### src/rtl/lfsr_prng_if.sv
// Request and output-word handshake bundle for lfsr_prng.
// The generator (master) accepts bursts and sources words; the consumer (slave) does the opposite.
interface lfsr_prng_if #(
  parameter int WIDTH = 16,
  parameter int CNT_W = 8
);
  logic             req_valid;
  logic [CNT_W-1:0] req_count;
  logic             req_ready;
  logic             out_valid;
  logic             out_ready;
  logic [WIDTH-1:0] out_data;

  modport master (
    input  req_valid, req_count, out_ready,
    output req_ready, out_valid, out_data
  );

  modport slave (
    output req_valid, req_count, out_ready,
    input  req_ready, out_valid, out_data
  );
endinterface

### src/rtl/lfsr_prng.sv
// Fibonacci-LFSR word generator with runtime tap mask, STEPS shifts per advance and counted bursts.
// Optional zero-seed lockup guard enabled by defining LFSR_LOCKUP_GUARD_EN.
module lfsr_prng #(
  parameter int               WIDTH       = 16,
  parameter int               STEPS       = 1,
  parameter int               CNT_W       = 8,
  parameter logic [WIDTH-1:0] LOCKUP_SEED = 1
) (
  input  logic             clk,
  input  logic             rst,
  input  logic [WIDTH-1:0] seed,
  input  logic [WIDTH-1:0] poly,
  input  logic             seed_load,
  lfsr_prng_if.master      bus,
  output logic             busy,
  output logic             lockup_err
);

`ifdef LFSR_LOCKUP_GUARD_EN
  localparam bit GUARD_EN = 1'b1;
`else
  localparam bit GUARD_EN = 1'b0;
`endif

  typedef enum logic {IDLE = 1'b0, GEN = 1'b1} fsm_t;

  fsm_t             fsm_reg, fsm_next;
  logic [WIDTH-1:0] lfsr_reg, lfsr_next;
  logic [WIDTH-1:0] poly_reg, poly_next;
  logic [CNT_W-1:0] rem_reg, rem_next;
  logic             lock_reg, lock_next;

  logic             seed_zero;
  logic [WIDTH-1:0] seed_eff;
  logic             load_now;
  logic [WIDTH-1:0] adv_poly;
  logic [WIDTH-1:0] chain [STEPS+1];

  assign seed_zero = GUARD_EN && (seed == '0);
  assign seed_eff  = seed_zero ? LOCKUP_SEED : seed;

  // A seed load coinciding with an accepted request must advance from the new seed and taps.
  assign load_now = (fsm_reg == IDLE) && seed_load;
  assign chain[0] = load_now ? seed_eff : lfsr_reg;
  assign adv_poly = load_now ? poly : poly_reg;

  generate
    for (genvar gi = 0; gi < STEPS; gi++) begin : g_shift
      assign chain[gi+1] = {^(chain[gi] & adv_poly), chain[gi][WIDTH-1:1]};
    end
  endgenerate

  always_ff @(posedge clk) begin
    if (rst) begin
      fsm_reg  <= IDLE;
      lfsr_reg <= seed_eff;
      poly_reg <= poly;
      rem_reg  <= '0;
      lock_reg <= seed_zero;
    end else begin
      fsm_reg  <= fsm_next;
      lfsr_reg <= lfsr_next;
      poly_reg <= poly_next;
      rem_reg  <= rem_next;
      lock_reg <= lock_next;
    end
  end

  always_comb begin
    fsm_next  = fsm_reg;
    lfsr_next = lfsr_reg;
    poly_next = poly_reg;
    rem_next  = rem_reg;
    lock_next = lock_reg;
    case (fsm_reg)
      IDLE: begin
        if (seed_load) begin
          lfsr_next = seed_eff;
          poly_next = poly;
          lock_next = seed_zero;
        end
        // A zero-length request is accepted and discarded.
        if (bus.req_valid && (bus.req_count != '0)) begin
          rem_next  = bus.req_count;
          lfsr_next = chain[STEPS];
          fsm_next  = GEN;
        end
      end
      GEN: begin
        // The first word was produced on entry, so the last handshake must not advance.
        if (bus.out_ready) begin
          if (rem_reg == CNT_W'(1)) begin
            fsm_next = IDLE;
          end else begin
            lfsr_next = chain[STEPS];
            rem_next  = rem_reg - CNT_W'(1);
          end
        end
      end
      default: fsm_next = IDLE;
    endcase
  end

  assign bus.req_ready = (fsm_reg == IDLE);
  assign bus.out_valid = (fsm_reg == GEN);
  assign bus.out_data  = lfsr_reg;
  assign busy          = (fsm_reg == GEN);
  assign lockup_err    = GUARD_EN ? lock_reg : 1'b0;

endmodule

### src/flat_wrapper.sv
// flat-port wrapper written by rule: the top's interface ports become plain ports
module lfsr_prng_flat 
#(
  parameter int               WIDTH       = 16,
  parameter int               STEPS       = 1,
  parameter int               CNT_W       = 8,
  parameter logic [WIDTH-1:0] LOCKUP_SEED = 1
)
  (clk, rst, seed, poly, seed_load, busy, lockup_err, bus_req_valid, bus_req_count, bus_out_ready, bus_req_ready, bus_out_valid, bus_out_data);
  lfsr_prng_if #(.WIDTH(WIDTH), .CNT_W(CNT_W)) bus_i ();
  input  logic clk;
  input  logic rst;
  input  logic [WIDTH-1:0] seed;
  input  logic [WIDTH-1:0] poly;
  input  logic seed_load;
  output logic busy;
  output logic lockup_err;
  input wire logic [$bits(bus_i.req_valid)-1:0] bus_req_valid;
  input wire logic [$bits(bus_i.req_count)-1:0] bus_req_count;
  input wire logic [$bits(bus_i.out_ready)-1:0] bus_out_ready;
  output wire logic [$bits(bus_i.req_ready)-1:0] bus_req_ready;
  output wire logic [$bits(bus_i.out_valid)-1:0] bus_out_valid;
  output wire logic [$bits(bus_i.out_data)-1:0] bus_out_data;
  assign bus_i.req_valid = bus_req_valid;
  assign bus_i.req_count = bus_req_count;
  assign bus_i.out_ready = bus_out_ready;
  assign bus_req_ready = bus_i.req_ready;
  assign bus_out_valid = bus_i.out_valid;
  assign bus_out_data = bus_i.out_data;
  lfsr_prng #(.WIDTH(WIDTH), .STEPS(STEPS), .CNT_W(CNT_W), .LOCKUP_SEED(LOCKUP_SEED)) u_core (.clk(clk), .rst(rst), .seed(seed), .poly(poly), .seed_load(seed_load), .bus(bus_i), .busy(busy), .lockup_err(lockup_err));
endmodule
### config.mk
export PLATFORM = sky130hd
export DESIGN_NAME = lfsr_prng_flat
export DESIGN_NICKNAME = d
export VERILOG_FILES = /design/src/rtl/lfsr_prng_if.sv /design/src/rtl/lfsr_prng.sv /design/src/flat_wrapper.sv
export SDC_FILE = /design/constraint.sdc
export NUM_CORES = 1
export LEC_CHECK = 0
export BUFFER_PORTS_ARGS = -buffer_cell sky130_fd_sc_hd__buf_4
export CAP_MARGIN = 20
export CORE_MARGIN = 4
export CORE_UTILIZATION = 45
export DETAILED_ROUTE_END_ITERATION = 8
export PLACE_DENSITY = 0.82
export SLEW_MARGIN = 20
export SYNTH_ARGS = -nofsm -noshare
export SYNTH_HDL_FRONTEND = slang
export SYNTH_SLANG_ARGS = --single-unit
### constraint.sdc
create_clock -name clk -period 5.6 [get_ports clk]
set_input_delay 0.56 -clock clk [delete_from_list [all_inputs] [get_ports clk]]
set_output_delay 0.56 -clock clk [all_outputs]
set_load 0.03 [all_outputs]
==> results of run 1 <==
==> critical path: cells and delay by family, from the launching register on <==
family | cells | cell delay [ns]
and+or+nand+nor | 3 | 2.21
DFF | 1 | 0.63
buffers and inverters | 1 | 0.23
==> final timing paths <==
path	endpoint	cells past startpoint	slack, ns
min	u_core.poly_reg[5]	1	0.45
max	u_core.bus.out_data[2]	4	2.10
max reg2reg	u_core.bus.out_data[2]	4	2.10
min reg2reg	u_core.rem_reg[7]	2	0.50
==> cell type report <==
| class | instances | area (um2) | share of cell area [%] |
|---|---|---|---|
| Timing Repair Buffer | 64 | 480 | 16.4 |
| Sequential cell | 41 | 1140 | 39.0 |
| Inverter | 3 | 11.3 | 0.385 |
| Tap cell | 67 | 83.8 | 2.86 |
| Clock inverter | 2 | 33.8 | 1.15 |
| Clock buffer | 6 | 72.6 | 2.48 |
| Multi-Input combinational cell | 177 | 1100 | 37.7 |
==> cells by family (layout without fill, tap and decap cells) <==
family | count (synthesis) | after routing | share of synthesized area (%)
other | 1 | 1 | 0.163
flip-flops | 41 | 41 | 49.5
adder cells (fa/ha/maj) | 2 | 2 | 1.09
buffers and inverters | 13 | 75 | 2.82
AND/OR/NAND/NOR | 82 | 82 | 16.0
AO/OA/AOI/OAI | 45 | 45 | 11.7
XOR/XNOR | 30 | 30 | 11.4
multiplexers | 17 | 17 | 7.43
==> cells in the final DEF, fill, tap and decap left out <==
cell | Yosys | final
a211oi_2 | 1 | 1
a21o_1 | 4 | 4
a21oi_1 | 27 | 26
a21oi_2 | 1 | 2
a31oi_4 | 1 | 1
buf_4 | 2 | 64
bufinv_16 | 0 | 1
clkbuf_1 | 5 | 1
clkbuf_8 | 0 | 5
clkinv_1 | 0 | 1
conb_1 | 1 | 1
dfxtp_1 | 9 | 9
edfxtp_1 | 32 | 32
ha_1 | 2 | 2
inv_1 | 2 | 2
inv_2 | 1 | 1
mux2_2 | 1 | 1
mux2i_1 | 16 | 16
nand2_1 | 40 | 40
nand2_2 | 1 | 1
nand2b_1 | 2 | 2
nand2b_2 | 1 | 1
nand3_1 | 4 | 4
nor2_1 | 23 | 23
nor2_2 | 2 | 2
nor2b_1 | 1 | 1
nor3_1 | 2 | 2
nor4_4 | 1 | 1
o21a_1 | 1 | 1
o21ai_0 | 1 | 1
o21ai_1 | 8 | 8
o31a_1 | 1 | 1
or2_1 | 2 | 2
or3_1 | 1 | 1
or4_1 | 2 | 2
xnor2_1 | 22 | 22
xor2_1 | 8 | 8
==> report_power, final <==
group	total, mW	switching (mW)	internal (mW)
clock	0.228	0.0968	0.132
sequential	0.394	0.0263	0.368
combinational	0.291	0.158	0.133
total	0.913	0.281	0.632
==> stage by stage <==
stage	instances	power [mW]	area (um2)
2_1_floorplan	231	0.599	2310
3_3_place_gp	352	0.685	2820
3_5_place_dp	352	0.693	2820
4_1_cts	360	0.919	2930
5_1_grt	360	0.956	2930
6_report	360	0.913	2930
==> per-layer routing <==
layer,vias up,track usage [%],routed length [um]
met5,-,0,0
met2,54,31.1,2750
li1,914,-,-
met4,0,4.64,67
met3,8,4.18,330
met1,871,20.5,2250
==> run_results.csv, run 1 <==
group,metric,value,unit
clocking,cts-htree-levels,2,
global_route,overflow,0,
min_path,hold_start,"poly[5]",
run,max_cap_viol_count,0,
sta,maxSlewHeadroom,33.8,%
final_layout,nets,339,
synthesis,syn_nets,278,
sta,setup_ws,2.10,ns
sta,hold_viol,0,
synthesis,yosysSeqAreaShare,49.5,%
worst_setup_path,startpoint,"u_core.bus.out_valid",
clocking,cts_max_path_buffers,2,
synthesis,synth_cells,231,
worst_setup_path,cp-start-kind,"register",
min_path,hold_class,"primary input to register",
sta,tightest_slew,0.990,ns
floorplanning,initial_utilization,47.6,%
clocking,cts_tree,"done",
worst_setup_path,endpoint_kind,"register",
placed_design,gp_congestion,0.852,
placed_design,post-place-ws,2.06,ns
sta,min_period,3.50,ns
floorplanning,fp.dieW,79.6,um
floorplanning,dieArea,6330,um2
global_route,grt_max_degree,33,
floorplanning,rows,25,
floorplanning,ios,65,
final_layout,diodes,0,
sta,finalCritPeriodShare,62.5,%
worst_setup_path,crit_arrival,3.37,ns
route,wl,5390,um
global_route,grt_usage,17.3,%
synthesis,yosysMostFrequentCell,"nand2_1",
sta,tns,0,ns
synthesis,ys_ff_latch,41,
route,first_pass_iters,4,
synthesis,yosys-top-cells-area,"edfxtp_1 (42%), xnor2_1 (8.4%), dfxtp_1 (7.8%), mux2i_1 (6.9%), nand2_1 (6.5%)",
synthesis,synth.distinct_cells,37,
placed_design,io_buffers,63,
global_route,grt_first_pass_wirelength,8480,um
global_route,grt_pass1_vias,1795,
synthesis,yosys_warnings,0,
floorplanning,die_h,79.6,um
power,leakage,1.22,nW
worst_setup_path,cp_cell_sequence,"inv_2 > nand2_1 > nand2b_1 > nand2b_1",
power,p_per_area,312,nW/um2
synthesis,synth_edf_count,32,
placed_design,dpl.hpwl,4200,um
sta,setup_viol,0,
sta,rsz0062_at_grt,"false",
route,drtIter0Drc,96,
final_layout,areaGrowthSynthToFinish,26.9,%
synthesis,synth.cell_area,2310,um2
sta,fin_skew,0.00634,ns
synthesis,postSynthAreaPerCell,9.98,um2
clocking,post_cts.repair.setup_buffers,0,
clocking,cts_sinks,41,
clocking,clk_transition_reported_paths,0.08,ns
floorplanning,design.core.area,4850,um2
synthesis,synth_top_area_share,41.7,%
final_layout,n_fill_cell,419,
synthesis,synth_top_area_cell,"edfxtp_1",
power,ir_drop,125,uV
route,ant_nets,0,
synthesis,ys.flop_type,"edfxtp_1",
worst_setup_path,cp_max_fo,17,
worst_setup_path,crit_type,"register to register",
clocking,cts_hold_buf,0,
final_layout,fin_util,60.4,%
clocking,clockRootBuffer,"clkbuf_8",
worst_setup_path,crit_path_frequent_cell,"nand2b_1",
clocking,clk_latency,0.29,ns
clocking,post_cts_resized,0,
worst_setup_path,required,5.48,ns
route,drc,0,
global_route,antenna_found_initial,0,
route,num_vias,1847,
route,post_drt_via_cell_ratio,5.13,
status,status,"finished clean",
synthesis,ys_async_sr_fraction,0,%
worst_setup_path,slowest_stage,"nand2_1",
sta,finalMaxSlewViolations,0,
route,wl_per_cell,15.0,um
sta,fmax,286,MHz
synthesis,synth_common_cells,"nand2_1 (40), edfxtp_1 (32), a21oi_1 (27)",
sta,hold_ws,0.451,ns
final_layout,drive_above_1_share,27.6,%
clocking,cts_buffers,5,
worst_setup_path,max_stage_delay,0.78,ns
worst_setup_path,reg2reg_from,"u_core.bus.out_valid",
No activity file was read; power rests on OpenSTA's default activity.
==> run 2: changes to the inputs <==
--- a/config.mk
+++ b/config.mk
@@ -10,7 +10,7 @@
 export CORE_MARGIN = 4
 export CORE_UTILIZATION = 45
 export DETAILED_ROUTE_END_ITERATION = 8
-export PLACE_DENSITY = 0.82
+export PLACE_DENSITY = 0.84
 export SLEW_MARGIN = 20
 export SYNTH_ARGS = -nofsm -noshare
 export SYNTH_HDL_FRONTEND = slang
==> constraint.sdc (replaced) <==
create_clock -name clk -period 3.1 [get_ports clk]
set_input_delay 0.31 -clock clk [delete_from_list [all_inputs] [get_ports clk]]
set_output_delay 0.31 -clock clk [all_outputs]
set_load 0.03 [all_outputs]
==> run 2 against run 1 <==
Net effect: cell count rose by 1.1%; non-clock buffer count rose by 4; fmax grew 62%; utilization is 1.2 points higher; critical path depth grew 2; die area unchanged; register-to-register slack got worse by 1.2 ns; routed wire length increased by 1.2%; total power rose by 92%; clock-buffer cell count shrank 1; sequential power rose by 80%; global-route usage up 0.82 points.
==> run_results.csv, run 2 (synthesized netlist as in run 1, its figures left out) <==
group,metric,value,unit
worst_setup_path,endpoint_kind,"register",
sta,finalCritPeriodShare,69.6,%
route,wl_per_cell,15.0,um
clocking,clk_latency,0.30,ns
sta,fin_skew,0.0125,ns
worst_setup_path,rrSetupSlack,0.94,ns
clocking,cts_buffers,5,
global_route,grt_first_pass_wirelength,8790,um
clocking,cts_sinks,41,
sta,min_period,2.16,ns
final_layout,nets,343,
clocking,cts_hold_buf,0,
final_layout,areaGrowthSynthToFinish,29.4,%
clocking,cts_tree,"done",
worst_setup_path,cp_max_fo,16,
sta,finalMaxSlewViolations,0,
clocking,clockRootBuffer,"clkbuf_8",
global_route,antenna_found_initial,0,
floorplanning,ios,65,
route,num_vias,1820,
route,post_drt_via_cell_ratio,5.00,
clocking,cts-htree-levels,2,
placed_design,io_buffers,63,
clocking,cts_max_path_buffers,2,
final_layout,drive_above_1_share,29.3,%
final_layout,final_common_cell,"buf_4",
worst_setup_path,crit_arrival,2.03,ns
status,status,"finished clean",
sta,hold_viol,0,
sta,maxSlewHeadroom,44.8,%
power,leakage,1.25,nW
final_layout,design_area,2980,um2
power,p_per_area,589,nW/um2
global_route,grt_usage,18.1,%
sta,setup_viol,0,
floorplanning,rows,25,
final_layout,final_cell_mix,"buf_4 (68), nand2_1 (40), edfxtp_1 (32), a21oi_1 (26), nor2_1 (23)",
placed_design,gp_congestion,0.829,
global_route,grt_pass1_vias,1858,
sta,tns,0,ns
sta,rsz0062_at_grt,"false",
floorplanning,dieArea,6330,um2
clocking,post_cts.repair.setup_buffers,0,
route,drc,0,
global_route,overflow,0,
power,ir_drop,354,uV
route,ant_nets,0,
clocking,post_cts_resized,0,
worst_setup_path,required,2.97,ns
floorplanning,design.core.area,4850,um2
run,max_cap_viol_count,0,
route,wl,5460,um
placed_design,place_area,2850,um2
worst_setup_path,crit_type,"register to register",
route,drtIter0Drc,123,
global_route,grt_max_degree,20,
floorplanning,die_h,79.6,um
route,first_pass_iters,4,
placed_design,dpl.hpwl,4170,um
sta,fmax,464,MHz
floorplanning,fp.dieW,79.6,um
floorplanning,initial_utilization,47.6,%
min_path,hold_class,"primary input to register",
worst_setup_path,cp-start-kind,"register",
sta,tightest_slew,0.829,ns
final_layout,diodes,0,
clocking,clk_transition_reported_paths,0.09,ns
## run 2: worst paths after layout
path	from	end	cells past startpoint
setup reg to reg	u_core.rem_reg[2]	u_core.bus.out_data[5]	6
setup / recovery	u_core.rem_reg[2]	u_core.bus.out_data[5]	6
hold reg to reg	u_core.rem_reg[6]	u_core.rem_reg[6]	2
hold / removal	poly[6]	u_core.poly_reg[6]	1
## run 2: metrics by stage
step	worst slack [ns]	total power [mW]	utilization [%]	cells	hold slack, ns
floorplan	0.908	1.08	-	231	0.409
global placement	0.813	1.24	58.8	356	0.465
detailed placement	0.738	1.25	58.8	356	0.476
CTS	0.931	1.77	61.5	364	0.183
global route	0.808	1.84	61.5	364	0.180
finish	0.943	1.76	61.5	364	0.189
## run 2: report_power, final
part           switching [mW]  total [mW]  internal, mW
logic                   0.287       0.532         0.244
clock network           0.198       0.518         0.320
registers              0.0441       0.708         0.664
total                   0.529        1.76          1.23
## run 2: area by class of cell
cell class,instances,area [um2]
inverters,3,11.3
repair buffers,68,510
clock buffers,5,68.8
flip-flops and latches,41,1140
fillers,401,1860
multi-input cells,177,1100
well taps,67,83.8
clock inverters,3,65.1
## run 2: layer usage
layer	part of all wire, %	GRT usage, %
met5	0	0
met3	6.5	2.93
met2	50	30.5
met4	1.7	7.56
met1	42	23.0
## run 2: critical path, cell delays in order (launching register included)
cell and delay [ns]:
dfxtp_1 0.39, nor4_4 0.36, nand2b_2 0.12, nor2_2 0.12
nand2_2 0.09, a31oi_4 0.19, nand2b_1 0.46
==> run 3: changes to the inputs <==
==> constraint.sdc (replaced) <==
create_clock -name clk -period 1.9 [get_ports clk]
set_input_delay 0.19 -clock clk [delete_from_list [all_inputs] [get_ports clk]]
set_output_delay 0.19 -clock clk [all_outputs]
set_load 0.03 [all_outputs]
==> run 3 against run 2 <==
Net effect: combinational power is 76% higher; clock skew is 0.0036 ns higher; first-iteration DRC count is 28% higher; sequential cell count stayed put; setup slack worse by 0.86 ns; critical path type unchanged; largest cell class is now multi-input gates; largest power group unchanged.
==> run_results.csv, run 3 (synthesized netlist as in run 1, its figures left out) <==
group,metric,value,unit
placed_design,gp_congestion,0.887,
global_route,grt_max_degree,18,
worst_setup_path,cp_max_fo,3,
final_layout,final_cell_mix,"buf_4 (66), nand2_1 (40), edfxtp_1 (32), a21oi_1 (26), nor2_1 (23)",
power,pwr-share-seq,41.3,%
sta,tns,0,ns
worst_setup_path,crit_type,"register to register",
power,power.switching,0.879,mW
power,internal_power,1.91,mW
placed_design,place_area,2940,um2
route,ant_nets,0,
worst_setup_path,rrSetupSlack,0.09,ns
sta,finalCritPeriodShare,95.5,%
power,swShare,31.5,%
route,num_vias,1872,
clocking,clk_latency,0.31,ns
final_layout,multi_input_area,1150,um2
status,status,"finished clean",
sta,fin_skew,0.0161,ns
final_layout,fin_util,63.7,%
clocking,clk_transition_reported_paths,0.09,ns
floorplanning,design.core.area,4850,um2
floorplanning,dieArea,6330,um2
route,drc,0,
clocking,cts-htree-levels,2,
clocking,cts_sinks,41,
power,ir_drop,428,uV
power,leakage,1.29,nW
route,drtIter0Drc,157,
final_layout,diodes,0,
sta,setup_viol,0,
run,max_cap_viol_count,0,
power,p_clk_share,25.3,%
clocking,cts_hold_buf,0,
sta,fmax,551,MHz
final_layout,nets,346,
final_layout,areaGrowthSynthToFinish,33.9,%
power,combPwrFrac,33.4,%
final_layout,regArea,1140,um2
placed_design,io_buffers,63,
clocking,cts_tree,"done",
global_route,grt_pass1_vias,1855,
floorplanning,initial_utilization,47.6,%
floorplanning,die_h,79.6,um
final_layout,n_fill_cell,403,
global_route,overflow,0,
global_route,antenna_found_initial,0,
final_layout,design_area,3090,um2
route,wl_per_cell,15.3,um
power,p_per_area,904,nW/um2
worst_setup_path,cp-start-kind,"register",
min_path,hold_class,"primary input to register",
placed_design,dpl.hpwl,4300,um
route,first_pass_iters,4,
worst_setup_path,crit_arrival,1.86,ns
final_layout,final_common_cell,"buf_4",
clocking,cts_max_path_buffers,2,
sta,finalMaxSlewViolations,0,
floorplanning,fp.dieW,79.6,um
final_layout,finalNonFillerCells,367,
worst_setup_path,required,1.95,ns
global_route,grt_usage,18.2,%
floorplanning,rows,25,
placed_design,placed_cells,359,
global_route,grt_first_pass_wirelength,8890,um
sta,rsz0062_at_grt,"false",
final_layout,drive_above_1_share,32.0,%
route,post_drt_via_cell_ratio,5.10,
route,wl,5600,um
clocking,cts_buffers,5,
worst_setup_path,endpoint_kind,"register",
clocking,clockRootBuffer,"clkbuf_8",
sta,hold_viol,0,
sta,min_period,1.81,ns
floorplanning,ios,65,
==> run 3: critical path, cell delays in order (launching register included) <==
cell	delay [ns]
edfxtp_1	0.43
nand2_1	0.14
xor2_2	0.19
xnor2_2	0.15
xnor2_1	0.15
xnor2_1	0.15
mux2i_1	0.09
mux2_2	0.26
==> run 3: per-layer routing <==
metal | vias to the layer above | track usage, % | share of wire [%]
met5 | - | 0 | 0
met4 | 0 | 4.98 | 0.98
met3 | 6 | 4.63 | 9.0
met2 | 80 | 30.5 | 50
met1 | 859 | 23.2 | 40
li1 | 927 | - | -
==> run 3: path summary, 6_finish.rpt <==
kind / start / endpoint / cells after the start
setup / recovery: u_core.bus.out_data[7] / u_core.bus.out_data[15] / 7
hold / removal: poly[9] / u_core.poly_reg[9] / 1
setup reg to reg: u_core.bus.out_data[7] / u_core.bus.out_data[15] / 7
hold reg to reg: u_core.rem_reg[6] / u_core.rem_reg[6] / 2
==> run 3: final cells by class <==
cell class                 count  area share [%]
multi-input combinational    177            37.1
sequential                    41            37.0
timing repair buffer          71            19.3
tap                           67            2.71
clock buffer                   5            2.23
clock inverter                 3            1.34
inverter                       3           0.365
==> run 3: repair_timing <==
action,in CTS,in global routing
gates resized for setup,0,5
setup endpoints to repair,0,6
buffers inserted,0,0
==> run 3: metrics by stage <==
step	power, mW	hold slack (ns)	setup slack [ns]
final	2.79	0.0639	0.0855
after global routing	2.93	0.0580	0.00498
after CTS	2.78	0.0620	0.0715
after detailed placement	2.08	0.380	0.0290
after global placement	2.06	0.379	0.0627
after floorplan	1.77	0.289	0.000421
==> run 3: power groups by stage <==
stage / sequential, mW / combinational (mW) / clock (mW)
6_report: 1.15 / 0.934 / 0.706
3_3_place_gp: 1.17 / 0.891 / 0
2_1_floorplan: 1.27 / 0.500 / 0
4_1_cts: 1.15 / 0.913 / 0.716
5_1_grt: 1.17 / 1.01 / 0.750
3_5_place_dp: 1.17 / 0.907 / 0
